<file path="src/rtl/wdt_pkg.sv">
// wdt_pkg: shared types and constants for the watchdog bite controller.
//   wdt_bite_state_t : FSM state encoding (DISARMED=0, ARMED=1, WARN=2, BITE=3)
//   WDT_KEY1/WDT_KEY2: default two-key service sequence
//   WDT_STATE_W      : width of the exported state field
//   wdt_sat_inc8     : saturating 8-bit increment
package wdt_pkg;

  localparam int WDT_STATE_W = 2;

  localparam logic [7:0] WDT_KEY1 = 8'hA5;
  localparam logic [7:0] WDT_KEY2 = 8'h5A;

  typedef enum logic [WDT_STATE_W-1:0] {
    DISARMED = 2'd0,
    ARMED    = 2'd1,
    WARN     = 2'd2,
    BITE     = 2'd3
  } wdt_bite_state_t;

  function automatic logic [7:0] wdt_sat_inc8(input logic [7:0] v);
    return (v == 8'hFF) ? v : v + 8'd1;
  endfunction

endpackage

</file>
<file path="src/rtl/wdt_bite_ctrl_if.sv">
// wdt_bite_ctrl_if: control/status bundle of the watchdog bite controller.
//   en          : arm request (level)
//   wdt_tick    : one-cycle timeout pulse from the watchdog counter
//   kick_valid  : service write strobe
//   kick_key    : service write data
//   wdt_clr     : one-cycle clear pulse back to the watchdog counter
//   irq         : warning interrupt (level)
//   sys_rst_req : system reset request pulse
//   state       : current FSM state
//   timeout_cnt : saturating count of accepted timeouts
// Modports: master drives the requests (software/counter side),
//           slave is the controller itself.
interface wdt_bite_ctrl_if;
  import wdt_pkg::*;

  logic                   en;
  logic                   wdt_tick;
  logic                   kick_valid;
  logic [7:0]             kick_key;
  logic                   wdt_clr;
  logic                   irq;
  logic                   sys_rst_req;
  logic [WDT_STATE_W-1:0] state;
  logic [7:0]             timeout_cnt;

  modport master (
    output en, wdt_tick, kick_valid, kick_key,
    input  wdt_clr, irq, sys_rst_req, state, timeout_cnt
  );

  modport slave (
    input  en, wdt_tick, kick_valid, kick_key,
    output wdt_clr, irq, sys_rst_req, state, timeout_cnt
  );

endinterface

</file>
<file path="src/rtl/wdt_rst_stretch.sv">
// wdt_rst_stretch: loadable down-counter that stretches the bite into a
// fixed-width reset request.
//   clk, rst_n : clock, asynchronous active-low reset
//   start      : load len and begin the pulse
//   len        : pulse length minus one
//   busy       : registered, high for len+1 cycles after start
//   done       : high during the last busy cycle
module wdt_rst_stretch #(
  parameter  int RST_CYCLES = 16,
  localparam int CW         = $clog2(RST_CYCLES + 1)
) (
  input  logic          clk,
  input  logic          rst_n,
  input  logic          start,
  input  logic [CW-1:0] len,
  output logic          busy,
  output logic          done
);

  logic [CW-1:0] cnt;

  // Counting down from len to zero keeps busy high for len+1 cycles.
  always_ff @(posedge clk or negedge rst_n) begin
    if (!rst_n) begin
      busy <= 1'b0;
      cnt  <= '0;
    end else if (start) begin
      busy <= 1'b1;
      cnt  <= len;
    end else if (busy) begin
      if (cnt == '0) begin
        busy <= 1'b0;
      end else begin
        cnt <= cnt - 1'b1;
      end
    end
  end

  assign done = busy && (cnt == '0);

endmodule

</file>
<file path="src/rtl/wdt_bite_ctrl.sv">
// wdt_bite_ctrl: two-stage watchdog response controller.
//   First unserviced timeout raises irq; a second timeout without a valid
//   KEY1/KEY2 service sequence asserts sys_rst_req for RST_CYCLES cycles.
//   A clear pulse is returned to the watchdog counter on arm, service and
//   bite exit.
// Parameters: RST_CYCLES (>=1), KEY1, KEY2.
// Ports:
//   clk   : clock, rising edge
//   rst_n : asynchronous active-low reset
//   bus   : wdt_bite_ctrl_if.slave (en, wdt_tick, kick_valid, kick_key in;
//           wdt_clr, irq, sys_rst_req, state, timeout_cnt out)
// Build option: WDT_BITE_LOCK_EN -- when defined, en is ignored once the
//   watchdog has been armed, until the next rst_n.
module wdt_bite_ctrl
  import wdt_pkg::*;
#(
  parameter int         RST_CYCLES = 16,
  parameter logic [7:0] KEY1       = WDT_KEY1,
  parameter logic [7:0] KEY2       = WDT_KEY2
) (
  input logic           clk,
  input logic           rst_n,
  wdt_bite_ctrl_if.slave bus
);

  localparam int            CW       = $clog2(RST_CYCLES + 1);
  localparam logic [CW-1:0] BITE_LEN = CW'(RST_CYCLES - 1);

  wdt_bite_state_t state_q, state_d;
  logic            irq_q, irq_d;
  logic            clr_q, clr_d;
  logic [7:0]      cnt_q, cnt_d;
  logic            k1_q, k1_d;
  logic            en_eff;
  logic            armed_like;
  logic            kick_hit;
  logic            kick_done;
  logic            tick_ok;
  logic            bite_start;
  logic            bite_busy;
  logic            bite_done;

`ifdef WDT_BITE_LOCK_EN
  // Leaving DISARMED is only possible through ARMED, so any other state
  // means the lock has engaged; only rst_n returns to DISARMED.
  assign en_eff = bus.en || (state_q != DISARMED);
`else
  assign en_eff = bus.en;
`endif

  assign armed_like = (state_q == ARMED) || (state_q == WARN);
  assign kick_hit   = bus.kick_valid && (bus.kick_key == KEY2) && k1_q;
  assign kick_done  = armed_like && kick_hit;

  wdt_rst_stretch #(
    .RST_CYCLES(RST_CYCLES)
  ) u_stretch (
    .clk  (clk),
    .rst_n(rst_n),
    .start(bite_start),
    .len  (BITE_LEN),
    .busy (bite_busy),
    .done (bite_done)
  );

  always_ff @(posedge clk or negedge rst_n) begin
    if (!rst_n) begin
      state_q <= DISARMED;
      irq_q   <= 1'b0;
      clr_q   <= 1'b0;
      cnt_q   <= 8'd0;
      k1_q    <= 1'b0;
    end else begin
      state_q <= state_d;
      irq_q   <= irq_d;
      clr_q   <= clr_d;
      cnt_q   <= cnt_d;
      k1_q    <= k1_d;
    end
  end

  // Priority inside ARMED/WARN: disarm, then kick completion, then tick.
  // A tick that loses to a kick or a disarm is not counted.
  always_comb begin
    state_d    = state_q;
    clr_d      = 1'b0;
    k1_d       = k1_q;
    tick_ok    = 1'b0;
    bite_start = 1'b0;

    if (!armed_like) begin
      k1_d = 1'b0;
    end else if (bus.kick_valid) begin
      k1_d = (bus.kick_key == KEY1) && !kick_hit;
    end

    unique case (state_q)
      DISARMED: begin
        if (bus.en) begin
          state_d = ARMED;
          clr_d   = 1'b1;
        end
      end
      ARMED, WARN: begin
        if (!en_eff) begin
          state_d = DISARMED;
        end else if (kick_done) begin
          state_d = ARMED;
          clr_d   = 1'b1;
        end else if (bus.wdt_tick) begin
          tick_ok = 1'b1;
          if (state_q == ARMED) begin
            state_d = WARN;
          end else begin
            state_d    = BITE;
            bite_start = 1'b1;
          end
        end
      end
      BITE: begin
        if (bite_done) begin
          state_d = ARMED;
          clr_d   = 1'b1;
        end
      end
      default: state_d = DISARMED;
    endcase

    cnt_d = tick_ok ? wdt_sat_inc8(cnt_q) : cnt_q;
    irq_d = (state_d == WARN);
  end

  assign bus.state       = state_q;
  assign bus.irq         = irq_q;
  assign bus.wdt_clr     = clr_q;
  assign bus.timeout_cnt = cnt_q;
  assign bus.sys_rst_req = bite_busy;

endmodule
</file>
<file path="src/flat_wrapper.sv">
// flat-port wrapper written by rule: the top's interface ports become plain ports
module wdt_bite_ctrl_flat import wdt_pkg::*;
#(
  parameter int         RST_CYCLES = 16,
  parameter logic [7:0] KEY1       = WDT_KEY1,
  parameter logic [7:0] KEY2       = WDT_KEY2
)
  (clk, rst_n, bus_en, bus_wdt_tick, bus_kick_valid, bus_kick_key, bus_wdt_clr, bus_irq, bus_sys_rst_req, bus_state, bus_timeout_cnt);
  wdt_bite_ctrl_if bus_i ();
  input logic clk;
  input logic rst_n;
  input wire logic [$bits(bus_i.en)-1:0] bus_en;
  input wire logic [$bits(bus_i.wdt_tick)-1:0] bus_wdt_tick;
  input wire logic [$bits(bus_i.kick_valid)-1:0] bus_kick_valid;
  input wire logic [$bits(bus_i.kick_key)-1:0] bus_kick_key;
  output wire logic [$bits(bus_i.wdt_clr)-1:0] bus_wdt_clr;
  output wire logic [$bits(bus_i.irq)-1:0] bus_irq;
  output wire logic [$bits(bus_i.sys_rst_req)-1:0] bus_sys_rst_req;
  output wire logic [$bits(bus_i.state)-1:0] bus_state;
  output wire logic [$bits(bus_i.timeout_cnt)-1:0] bus_timeout_cnt;
  assign bus_i.en = bus_en;
  assign bus_i.wdt_tick = bus_wdt_tick;
  assign bus_i.kick_valid = bus_kick_valid;
  assign bus_i.kick_key = bus_kick_key;
  assign bus_wdt_clr = bus_i.wdt_clr;
  assign bus_irq = bus_i.irq;
  assign bus_sys_rst_req = bus_i.sys_rst_req;
  assign bus_state = bus_i.state;
  assign bus_timeout_cnt = bus_i.timeout_cnt;
  wdt_bite_ctrl #(.RST_CYCLES(RST_CYCLES), .KEY1(KEY1), .KEY2(KEY2)) u_core (.clk(clk), .rst_n(rst_n), .bus(bus_i));
endmodule
</file>
<file path="config.mk">
export PLATFORM = sky130hd
export DESIGN_NAME = wdt_bite_ctrl_flat
export DESIGN_NICKNAME = d
export VERILOG_FILES = /design/src/rtl/wdt_pkg.sv /design/src/rtl/wdt_bite_ctrl_if.sv /design/src/rtl/wdt_rst_stretch.sv /design/src/rtl/wdt_bite_ctrl.sv /design/src/flat_wrapper.sv
export SDC_FILE = /design/constraint.sdc
export NUM_CORES = 1
export LEC_CHECK = 0
export ABC_AREA = 1
export BUFFER_PORTS_ARGS = -buffer_cell sky130_fd_sc_hd__buf_2
export CAP_MARGIN = 10
export CORE_UTILIZATION = 35
export CTS_CLUSTER_SIZE = 12
export DETAILED_ROUTE_END_ITERATION = 16
export PLACE_DENSITY = 0.63
export SYNTH_ARGS = -nofsm -noshare
export SYNTH_HDL_FRONTEND = slang
export SYNTH_SLANG_ARGS = --single-unit
</file>
<file path="constraint.sdc">
create_clock -name clk -period 1.5 [get_ports clk]
set_input_delay 0.15 -clock clk [delete_from_list [all_inputs] [get_ports clk]]
set_output_delay 0.15 -clock clk [all_outputs]
set_load 0.02 [all_outputs]
</file>
==> impl_results.md <==
- Clock root buffer master: clkbuf_4
- Io pins: 26
- Initial Utilization: 37.78%
- DRC: 0
- Terminus of the critical flop-to-flop path: u_core.bus.irq
- Critical Path End Type: register
- Post-CTS setup repair buffer count: 0
- Top cells by area, synth: dfrtp_1, nand2_1, inv_1
- Ys Warns: 0
- Total track usage: 14.92%
- Nets@finish: 223
- Multi-input gate area: 628.1 um2
- Largest net degree at the start of global routing: 20
- DP HPWL: 1767 um
- Die height: 59.88 um
- Critical path, cell by cell: inv_2 -> ha_4 -> nand2_1 -> buf_4 -> a21oi_1 -> nand3_1 -> nand2_1 -> inv_1 -> nor2_1
- Post-DRT Antenna Nets: 0
- DIE WIDTH: 59.88 um
- FF-to-FF setup slack: 0.08 ns
- Critical path capture point: u_core.bus.irq
- Worst path max stage delay: 0.38 ns
- Wire per inst: 9.425 um
- Power Total: 2.224 mW
- CP most frequent cell: nand2_1
- Number of global-route vias before repair: 957
- FMAX: 0.7044 GHz
- Yosys top cell area share: 40.55%
- CTS tree: done
- Leak Pwr: 0.7706 nW
- Post-synth top area cell: dfrtp_1
- Worst r2r src: u_core.bus.state[1]
- Slew HR: 70.47%
- Worst Hold Class: primary input to register
- Layout cells sized above 1: 26.60%
- Area of the die: 3585 um2
- Critical Path RT: 1.73 ns
- Antenna diodes: 0
- Fillers: 315
- CTS buffer count: 3
- Register area: 480.5 um2
- Placed insts: 241
- First DRT Iteration DRCs: 64
- Gate Count Post-Synth: 164
- Core area: 3103 um2
- CP Class: register to register
- CTS sink count: 19
- Total grt overflow: 0
- IO buf count: 25
- Placer congestion estimate: 0.7910
- Synth Cell Area: 1172 um2
- Post-synthesis sequential area ratio: 40.55%
- Number of vias per cell: 4.587
- Unique masters post-synth: 18
- Critical path's slowest cell: dfrtp_2
- Slew Limit Fails: 0
- Setup WS pre-CTS: -0.02264 ns
- Total number of vias: 1133
- CTS H-tree lvls: 1
- Layout Skew: 0.003517 ns
- Count of final hold-check violations: 0
- Ratio of final minimum period to clock period: 94.64%
- # Max-Cap Violations: 0
- Pwr Density: 1477 nW/um2
- Worst-path clk slew: 0.10 ns
- Largest vdd supply drop: 0.6372 mV
- Worst skew pair latency: 0.29 ns
- Final WS setup: 0.08035 ns
- R2R depth: 9
- Final std cells w/o fill: 247
- DR pass1 iterations: 4
- Critical path fanouts, max: 3
- DP Area: 1429 um2
- Syn avg cell area: 7.149 um2
- Area grow syn2layout: 28.39%
- Final wirelength: 2328 um
- Post-route cell area: 1505 um2
- Net count after synthesis: 183
- Critical Path Source: u_core.bus.state[1]
- First-pass GRT wire length: 4002 um
- Site Rows: 20
- CTS max path bufs: 2
- Startpoint Class: register
- Minimum clock period: 1.420 ns
- Setup violators final: 0
- Worst EP arrival: 1.65 ns
- Final core occ: 48.51%
- Least-Margin Pin Slew: 0.4429 ns
- Initial antenna violation count: 0
- #FFs+latches synth: 19
- Status: finished, final reports clean
[layout by cell type, fill, tap and decap left out, types with 2 or more instances in the layout]
cell and count:
nand2_1 53, o21ai_1 3, a21oi_1 4, inv_1 27, inv_2 3, dfrtp_1 15, ha_1 5, o21ai_2 2
clkbuf_4 3, nand4_1 4, nor3_1 3, buf_4 9, nor2_1 13, nand3_2 3, nand3_4 2, dfrtp_2 4
o21ai_0 8, xor2_1 2, buf_2 25, nand3_1 8
[synth_stat cells (all sizes together)]
cell    count
nor2       14
xnor2       1
ha          6
inv        30
nand2      53
buf         1
xor2        2
o21ai      13
nand3b      1
a21oi       4
nor3        4
nand3      12
nand4       4
dfrtp      19
[through the flow]
stage / hold slack (ns) / TNS (ns)
final: 0.05166 / 0
after CTS: 0.03797 / 0
after global routing: 0.04941 / -0.002132
after detailed placement: 0.1209 / -0.08140
after global placement: 0.1271 / 0
after floorplan: -0.1456 / -0.0005684
[metal layers]
metal,GRT usage (%),share of wire [%],up-vias
li1,-,-,595
met1,20.08,52,510
met2,23.17,44,26
met3,4.545,4.0,2
met4,3.987,0.69,0
met5,0,0,-
[layout make-up]
| cell class | count | share of cell area [%] |
|---|---|---|
| clock buffers | 4 | 1.746 |
| inverters | 30 | 7.481 |
| multi-input cells | 115 | 41.73 |
| flip-flops and latches | 19 | 31.92 |
| well taps | 44 | 3.658 |
| repair buffers | 35 | 13.47 |
[power by group]
part / leakage (nW) / internal, mW / switching, mW
Combinational: 0.518 / 0.480 / 0.691
Sequential: 0.237 / 0.688 / 0.107
Clock: 0.0150 / 0.103 / 0.154
Total: 0.771 / 1.27 / 0.953
[timing repair]
item / in CTS / in global routing
setup endpoints to repair: 7 / 11
gates resized for setup: 1 / 7
pin swaps: 0 / 2
hold buffers: 1 / 0
hold endpoints to repair: 19 / 0
gates cloned: 0 / 1
[sequential cells by signal, indices dropped and copies added (netlist names)]
name	count
u_core.bus.wdt_clr	1
u_core.k1_q	1
u_core.u_stretch.cnt	5
u_core.bus.irq	1
u_core.bus.state	2
u_core.u_stretch.busy	1
u_core.bus.timeout_cnt	8
[worst min path at each step]
stage / slack (ns) / end / startpoint / depth (start not counted)
2_1_floorplan: -0.15 / u_core.bus.irq / rst_n / 0
3_3_place_gp: 0.13 / u_core.bus.timeout_cnt[3] / rst_n / 1
3_5_place_dp: 0.12 / u_core.bus.timeout_cnt[3] / rst_n / 1
4_1_cts: 0.04 / u_core.k1_q / bus_kick_valid / 2
5_1_grt: 0.05 / u_core.k1_q / bus_kick_valid / 2
6_report: 0.05 / u_core.k1_q / bus_kick_valid / 2
[kinds of logic after synthesis]
group | Yosys count | share of synthesized area, %
simple gates | 88 | 32.34
buf+inv | 31 | 10.57
flops | 19 | 40.56
compound gates | 17 | 7.898
fa+ha+maj | 6 | 6.403
xor+xnor | 3 | 2.242
[worst max-delay path: cells and delay by family (launching register included)]
| kind | cells | cell delay, ns |
|---|---|---|
| AO/OA/AOI/OAI | 1 | 0.12 |
| adder cells (fa/ha/maj) | 1 | 0.27 |
| buffers and inverters | 3 | 0.24 |
| flip-flops | 1 | 0.38 |
| AND/OR/NAND/NOR | 4 | 0.36 |
No activity file was read; power rests on OpenSTA's default activity.
